### src/rtl/mul_booth_iter.sv
// Iterative radix-4 Booth multiplier (RV64M MUL/MULH/MULHSU/MULHU), one partial product per cycle.
// Optional 32-bit word ops (mulw port, 17 digits) are enabled by defining MUL_WORD_EN.
module mul_booth_iter #(
  parameter int XLEN   = 64,
  parameter int NDIGIT = 33
) (
  input  logic            clk,
  input  logic            rst,
  input  logic            flush,
  input  logic            mul_valid,
  output logic            mul_ready,
  input  logic [1:0]      mul_signed,
  input  logic [XLEN-1:0] multiplicand,
  input  logic [XLEN-1:0] multiplier,
`ifdef MUL_WORD_EN
  input  logic            mulw,
`endif
  output logic            out_valid,
  input  logic            out_ready,
  output logic [XLEN-1:0] result_hi,
  output logic [XLEN-1:0] result_lo
);

  localparam int EW    = XLEN + 2;
  localparam int PW    = 2 * EW;
  localparam int CW    = $clog2(NDIGIT + 1);
  localparam int WDIG  = 17;

  typedef enum logic [1:0] {
    S_IDLE,
    S_BUSY,
    S_DONE
  } state_t;

  state_t          r_state;
  logic [EW-1:0]   r_x;
  logic [EW:0]     r_y;
  logic [PW-1:0]   r_acc;
  logic [CW-1:0]   r_cnt;
  logic [CW-1:0]   r_ndig;
  logic            r_mul_ready;
  logic            r_out_valid;
  logic [XLEN-1:0] r_hi;
  logic [XLEN-1:0] r_lo;
`ifdef MUL_WORD_EN
  logic            r_word;
`endif

  logic [EW-1:0]   w_x_ext;
  logic [EW-1:0]   w_y_ext;
  logic [CW-1:0]   w_ndig;
  logic [PW-1:0]   w_x_sx;
  logic [PW-1:0]   w_sel;
  logic            w_neg;
  logic [PW-1:0]   w_pp;
  logic [PW-1:0]   w_pp_sh;
  logic [CW:0]     w_shamt;
  logic            w_unused;

  // Operand extension at accept; word ops extend bit 31 up to the full 66-bit width.
  always_comb begin
    w_x_ext = {{(EW-XLEN){mul_signed[1] & multiplicand[XLEN-1]}}, multiplicand};
    w_y_ext = {{(EW-XLEN){mul_signed[0] & multiplier[XLEN-1]}}, multiplier};
    w_ndig  = CW'(NDIGIT);
`ifdef MUL_WORD_EN
    if (mulw) begin
      w_x_ext = {{(EW-32){mul_signed[1] & multiplicand[31]}}, multiplicand[31:0]};
      w_y_ext = {{(EW-32){mul_signed[0] & multiplier[31]}}, multiplier[31:0]};
      w_ndig  = CW'(WDIG);
    end
`endif
  end

  always_comb begin
    w_x_sx = {{(PW-EW){r_x[EW-1]}}, r_x};
    w_sel  = '0;
    w_neg  = 1'b0;
    case (r_y[2:0])
      3'b001, 3'b010: w_sel = w_x_sx;
      3'b011:         w_sel = w_x_sx << 1;
      3'b100: begin
        w_sel = w_x_sx << 1;
        w_neg = 1'b1;
      end
      3'b101, 3'b110: begin
        w_sel = w_x_sx;
        w_neg = 1'b1;
      end
      default:        w_sel = '0;
    endcase
    w_pp    = w_neg ? (~w_sel + PW'(1)) : w_sel;
    w_shamt = {r_cnt, 1'b0};
    w_pp_sh = w_pp << w_shamt;
  end

  // Bits above the 128-bit product only carry the modular wrap of the accumulator.
  assign w_unused = ^r_acc[PW-1:2*XLEN];

  always_ff @(posedge clk) begin
    if (rst) begin
      r_state     <= S_IDLE;
      r_x         <= '0;
      r_y         <= '0;
      r_acc       <= '0;
      r_cnt       <= '0;
      r_ndig      <= '0;
      r_mul_ready <= 1'b1;
      r_out_valid <= 1'b0;
      r_hi        <= '0;
      r_lo        <= '0;
`ifdef MUL_WORD_EN
      r_word      <= 1'b0;
`endif
    end else if (flush) begin
      r_state     <= S_IDLE;
      r_acc       <= '0;
      r_cnt       <= '0;
      r_mul_ready <= 1'b1;
      r_out_valid <= 1'b0;
    end else begin
      case (r_state)
        S_IDLE: begin
          if (mul_valid) begin
            r_x         <= w_x_ext;
            r_y         <= {w_y_ext, 1'b0};
            r_acc       <= '0;
            r_cnt       <= '0;
            r_ndig      <= w_ndig;
            r_mul_ready <= 1'b0;
            r_state     <= S_BUSY;
`ifdef MUL_WORD_EN
            r_word      <= mulw;
`endif
          end
        end
        S_BUSY: begin
          if (r_cnt < r_ndig) begin
            r_acc <= r_acc + w_pp_sh;
            r_y   <= $signed(r_y) >>> 2;
            r_cnt <= r_cnt + CW'(1);
          end else begin
            // Extra cycle after the last accumulate publishes the product.
            r_hi        <= r_acc[2*XLEN-1:XLEN];
            r_lo        <= r_acc[XLEN-1:0];
`ifdef MUL_WORD_EN
            if (r_word) begin
              r_hi <= '0;
              r_lo <= {{(XLEN-32){r_acc[31]}}, r_acc[31:0]};
            end
`endif
            r_out_valid <= 1'b1;
            r_state     <= S_DONE;
          end
        end
        S_DONE: begin
          if (out_ready) begin
            r_out_valid <= 1'b0;
            r_mul_ready <= 1'b1;
            r_state     <= S_IDLE;
          end
        end
        default: begin
          r_state     <= S_IDLE;
          r_mul_ready <= 1'b1;
          r_out_valid <= 1'b0;
        end
      endcase
    end
  end

  assign mul_ready = r_mul_ready;
  assign out_valid = r_out_valid;
  assign result_hi = r_hi;
  assign result_lo = r_lo;

endmodule
### config.mk
export PLATFORM = sky130hd
export DESIGN_NAME = mul_booth_iter
export DESIGN_NICKNAME = d
export VERILOG_FILES = /design/src/rtl/mul_booth_iter.sv
export SDC_FILE = /design/constraint.sdc
export NUM_CORES = 2
export LEC_CHECK = 0
export CAP_MARGIN = 20
export CORE_MARGIN = 2
export CORE_UTILIZATION = 25
export DETAILED_ROUTE_END_ITERATION = 8
export REMOVE_ABC_BUFFERS = 1
export SYNTH_ARGS = -nofsm -noshare
export SYNTH_HDL_FRONTEND = slang
export SYNTH_SLANG_ARGS = --single-unit
### constraint.sdc
create_clock -name clk -period 16 [get_ports clk]
set_input_delay 4 -clock clk [delete_from_list [all_inputs] [get_ports clk]]
set_output_delay 4 -clock clk [all_outputs]
set_load 0.05 [all_outputs]
=== Word-level counts from Yosys, hierarchy flattened ===
Index checks and enable logic that the tools add are counted.
W data, S select, Z words.

* Register bits after elaboration: 403
* Bits in latches: 0
* RAM bits: 0
* Bits in read-only memories: 0
* Input bits: 135
* Logic and storage cells: 71
* Memories kept: 0

* Add/sub/neg operators: 3
* $mul: 0
* Div/mod/pow operators: 0
* $lt $le $gt $ge: 1
* Equality and inequality tests: 12
* Shift operators: 1
* Multiplexer cells: 22
* Bitwise logic cells: 7
* Reduce and logical (&&, ||, !) cells: 14

{| class="wikitable"
|+ Operators by type and width
! kind !! count
|-
| $pmux W132 S2 || 2
|-
| $mux W132 || 3
|-
| $pmux W67 S2 || 1
|-
| $add A132 B1 Y132 const B || 1
|-
| $add A132 B132 Y132 || 1
|-
| $not A132 Y132 || 1
|-
| $shl A132 B7 Y132 || 1
|-
| $mux W67 || 1
|-
| $mux W66 || 1
|-
| $reduce_and A3 Y1 || 6
|-
| $mux W6 || 2
|-
| $pmux W6 S2 || 1
|-
| $eq A3 B3 Y1 const B || 3
|-
| $ne A2 B2 Y1 const B || 4
|-
| $reduce_and A4 Y1 || 2
|-
| $add A6 B1 Y6 const B || 1
|-
| $eq A3 B2 Y1 const B || 2
|-
| $lt A6 B6 Y1 || 1
|-
| $mux W2 || 3
|-
| $pmux W1 S3 || 2
|-
| $pmux W2 S3 || 1
|-
| $mux W1 || 5
|-
| $not A1 Y1 || 4
|-
| $reduce_or A2 Y1 || 2
|-
| 8 further kinds || 9
|}

=== Depth between registers and ports, before layout ===
* Word-level depth: 10
* Mapped depth: 39

=== Worst setup path after synthesis ===
OpenSTA, ideal clock, no wires.

* Path kind: register to register
* Start point: register r_y[1]
* End point: register r_acc[107]
* Setup time: 117 ps
* Data arrival time: 7607 ps
* Data required time: 15883 ps
* Slack: 8277 ps
* Stages on the path, launching flop included: 35
* Path buffers: 8
* Cell sequence: dfxtp_1 -> buf_6 -> xor2_2 -> buf_6 -> buf_6 -> buf_2 -> clkbuf_1 -> buf_2 -> buf_1 -> nand2_1 -> ha_1 -> o21ai_2 -> or2_2 -> o21ai_0 -> a222oi_1 -> mux2i_1 -> a21oi_1 -> mux2i_1 -> a221oi_2 -> nor2_1 -> ha_1 -> clkbuf_1 -> nand3_1 -> nor4_1 -> and2_1 -> o31ai_1 -> nor2b_1 -> a211oi_1 -> o21bai_1 -> a2111oi_0 -> o21ai_0 -> o21ai_0 -> a31o_2 -> xor2_1 -> a22o_1

* Word-level cells in the longest chain between the ends: 10

{| class="wikitable"
|+ Ends and longest elaborated chain
! element !! RTL line !! RTL
|-
| start: declaration || 37 || <nowiki>logic [EW:0] r_y;</nowiki>
|-
| start signal: assignment || 125 || <nowiki>r_y <= {w_y_ext, 1'b0};</nowiki>
|-
| start signal: assignment || 139 || <nowiki>r_y <= $signed(r_y) >>> 2;</nowiki>
|-
| $eq A3 B3 Y1 (tied with other cells) || 78 || <nowiki>case (r_y[2:0])</nowiki>
|-
| $reduce_or A4 Y1 (no source line) / $reduce_or A2 Y1 (equally long branches) || - ||
|-
| $pmux W132 S2 || 78 ||
|-
| $not A132 Y132 || 91 || <nowiki>w_pp = w_neg ? (~w_sel + PW'(1)) : w_sel;</nowiki>
|-
| $add A132 B1 Y132 || 91 ||
|-
| $mux W132 (*) || 91 ||
|-
| $shl A132 B7 Y132 (*) || 93 || <nowiki>w_pp_sh = w_pp << w_shamt;</nowiki>
|-
| $add A132 B132 Y132 (*) || 138 || <nowiki>r_acc <= r_acc + w_pp_sh;</nowiki>
|-
| $mux W132 (*) || 137 || <nowiki>if (r_cnt < r_ndig) begin</nowiki>
|-
| $pmux W132 S2 (*) || 121 || <nowiki>case (r_state)</nowiki>
|-
| end signal: assignment || 138 ||
|-
| end: declaration || 38 || <nowiki>logic [PW-1:0] r_acc;</nowiki>
|}

Every way passes the cells marked *; elsewhere a longest branch is shown, timed or not. The select of a mux whose other input is x is not followed.
A chain may end at the register's enable or synchronous reset.

=== Final worst setup path ===
* Start point: register r_y[0]
* End point: register r_acc[107]

The elaborated chain is that of the path after synthesis.

==> reports/qor.yml <==
cap_violations: 0
synth_top_area_share_pct: 24.2
antenna_found_initial: 2
h-tree-depth: 2
hold_buffers: 0
reg2reg_depth: 30
num_io_pins: 265
setup_viol: 0
hpwlAfterDp_um: 108000
synth-main-ff-cell: "dfxtp_1"
ff_latch_area_mm2: 0.00800
port_buffers: 264
grt_pass1_wl_um: 213000
cts_buffer_depth: 3
cts_tree: "done"
ys_seq_area_share_pct: 24.2
yosys-top-cells-area: "dfxtp_1 (24%), nand2_1 (11%), a21oi_1 (8.9%)"
synth_cell_type_count: 102
viasPerCell: 5.46
crit_top_cell: "o21ai_0"
die_w_um: 368
yosysMostFrequentCell: "nand2_1"
fin_setup_tns_ns: 0
power_mw: 3.06
die_h_um: 368
fillCellCount: 14415
ys_ff_latch: 399
postSynthCellCount: 4684
cpMaxStageDelayCell: "o21ai_0"
core_mm2: 0.131
startpoint_type: "flop"
drt-total-wl_um: 142000
synth_common_cells: "nand2_1 (926), a21oi_1 (585), dfxtp_1 (399)"
critPathMaxStageDelay_ns: 0.78
hold-path-endpoint: "result_lo[33]$_SDFFE_PP0P_"
hold_path_startpoint: "result_lo[33]$_SDFFE_PP0P_"
start_util_pct: 25.2
routedWlPerCell_um: 21.9
grt_pass1_vias: 32889
nets: 4961
fin_cells: 6476
clk_pin_slew_ns: 0.06
r2r_start: "r_y[0]$_SDFFE_PP0P_"
placed_cells: 6380
power_density_mw_per_mm2: 79.2
cp_top_family: "compound AO/OA/AOI/OAI gates"
path_buf_inv: 3
synth_edf_count: 0
firstDrtPassIters: 6
cts_setup_buffers: 0
ant_nets: 0
clock_latency_ns: 0.67
syn_avg_cell_area_um2: 7.06
hold_viol_final: 0
syn_area_mm2: 0.0331
fmax_mhz: 91.2
criticalPathCategory: "reg -> reg"
fp-row-count: 133
yosysWarnings: 0
whs_path_depth: 2
rsz0062_at_grt: "false"
rr_endpoint: "r_acc[107]$_SDFFE_PP0P_"
grt_remaining_overflow: 0
drc_errors: 0
via_count: 35361
die_area_mm2: 0.135
finClkSkew_ns: 0.0299
cts.sinks: 399
async_flop_share_pct: 0
fin_crit_sh_pct: 68.5
min_path_type: "reg -> reg"
grt_start_max_net_pins: 94
peakVddDrop_mv: 0.0728
reg2reg_slack_ns: 5.03
cts_made_buffers: 50
track_usage_pct: 20.0
slew_headroom_pct: 24.4
root_buffer: "clkbuf_16"
drv_slew: 0
critPathMaxFanout: 39
areaGrowthSynthToFinish_pct: 16.8
cts_resized: 0
p_leak_nw: 14.1
drive_above_1_share_pct: 6.29
gp_congestion: 0.998
yosys.area.top_type: "dfxtp_1"
period_needed_ns: 10.97
arrival_ns: 11.52
multiInputGateArea_mm2: 0.0234
status: "complete, no violations"
drt_iter0_drc: 3768
worst_slew_pin_slew_ns: 1.13
crit_path_end_kind: "flop"
cp.required_ns: 16.55
[flip-flops by register name, summed over array words and instances, names as in the netlist]
name,cells
result_hi,64
out_valid,1
r_ndig,1
r_acc,128
r_cnt,6
r_x,65
r_state,2
r_y,67
result_lo,64
mul_ready,1
[placed cells by master, fill, tap and decap left out, types with 23 or more instances in the layout]
| cell type | count |
|---|---|
| ha_1 | 148 |
| xor2_1 | 78 |
| o21ai_0 | 254 |
| nor2b_1 | 23 |
| nand3_1 | 178 |
| buf_4 | 51 |
| nor2_1 | 363 |
| o31ai_1 | 25 |
| mux2_2 | 63 |
| a21o_1 | 89 |
| a22oi_1 | 28 |
| nand2b_1 | 31 |
| a21oi_1 | 584 |
| nand2_1 | 923 |
| a311oi_1 | 74 |
| o211ai_1 | 31 |
| clkbuf_16 | 50 |
| a31oi_1 | 39 |
| and3_1 | 23 |
| o22ai_1 | 29 |
| a221oi_1 | 25 |
| clkdlybuf4s50_1 | 263 |
| nand3b_1 | 24 |
| o21a_1 | 29 |
| a211oi_1 | 42 |
| o21bai_1 | 43 |
| dfxtp_1 | 391 |
| mux2i_1 | 94 |
| xnor2_1 | 102 |
| and2_1 | 30 |
| nand4_1 | 57 |
| a22o_1 | 31 |
| inv_1 | 58 |
| nor3_1 | 63 |
[cell type report]
class	count	share of cell area, %
inverter	63	0.612
clock inverter	31	0.911
timing repair buffer	315	7.85
antenna	2	0.0130
tap	1755	5.69
multi-input combinational	3848	60.6
sequential	399	20.7
clock buffer	63	3.60
[stage by stage]
stage	util (%)	cell area (um2)	setup slack (ns)	hold slack, ns
2_1_floorplan	-	31600	5.17	0.443
3_3_place_gp	28.1	36900	5.61	0.443
3_5_place_dp	28.1	36900	5.50	0.446
4_1_cts	29.4	38600	5.43	0.454
5_1_grt	29.4	38600	4.43	0.471
6_report	29.4	38600	5.03	0.451
[routing by layer]
layer  GRT usage [%]  up-vias  wire length [um]
met4            6.59        4              4980
met5               0        -                24
met2            31.6     1300             62900
li1                -    16955                 -
met1            27.4    16882             63900
met3            3.53      220              9780
[worst max path at each step]
stage | start | endpoint | slack, ns | depth (start not counted)
floorplan | flush | result_hi[0]$_SDFFE_PP0P_ | 5.17 | 3
global placement | r_y[0]$_SDFFE_PP0P_ | r_acc[117]$_SDFFE_PP0P_ | 5.61 | 30
detailed placement | r_y[0]$_SDFFE_PP0P_ | r_acc[107]$_SDFFE_PP0P_ | 5.50 | 30
CTS | r_y[0]$_SDFFE_PP0P_ | r_acc[107]$_SDFFE_PP0P_ | 5.43 | 30
global route | r_y[0]$_SDFFE_PP0P_ | r_acc[97]$_SDFFE_PP0P_ | 4.43 | 30
finish | r_y[0]$_SDFFE_PP0P_ | r_acc[107]$_SDFFE_PP0P_ | 5.03 | 30
[worst reg2reg max path, delay by kind of cell, from the launching register on]
kind            cells  cell delay [ns]
flops               1             0.75
xor+xnor            3             0.48
compound gates     15             5.00
buf+inv             3             1.27
simple gates        4             1.59
fa+ha+maj           1             0.50
mux                 4             1.28
[logic make-up (layout without fill, tap and decap cells)]
group	count (synthesis)	count (layout)	synth area share (%)
adder cells (fa/ha/maj)	149	149	5.66
other	0	2	0
buffers and inverters	437	472	5.29
multiplexers	175	175	6.19
AND/OR/NAND/NOR	1808	1808	24.0
XOR/XNOR	181	181	4.82
AO/OA/AOI/OAI	1535	1535	29.9
flip-flops	399	399	24.2
[power breakdown]
| part | switching, mW | internal, mW |
|---|---|---|
| Combinational | 0.537 | 0.267 |
| Sequential | 0.0269 | 1.02 |
| Clock | 0.520 | 0.693 |
Power figures use the tool's default switching activity.
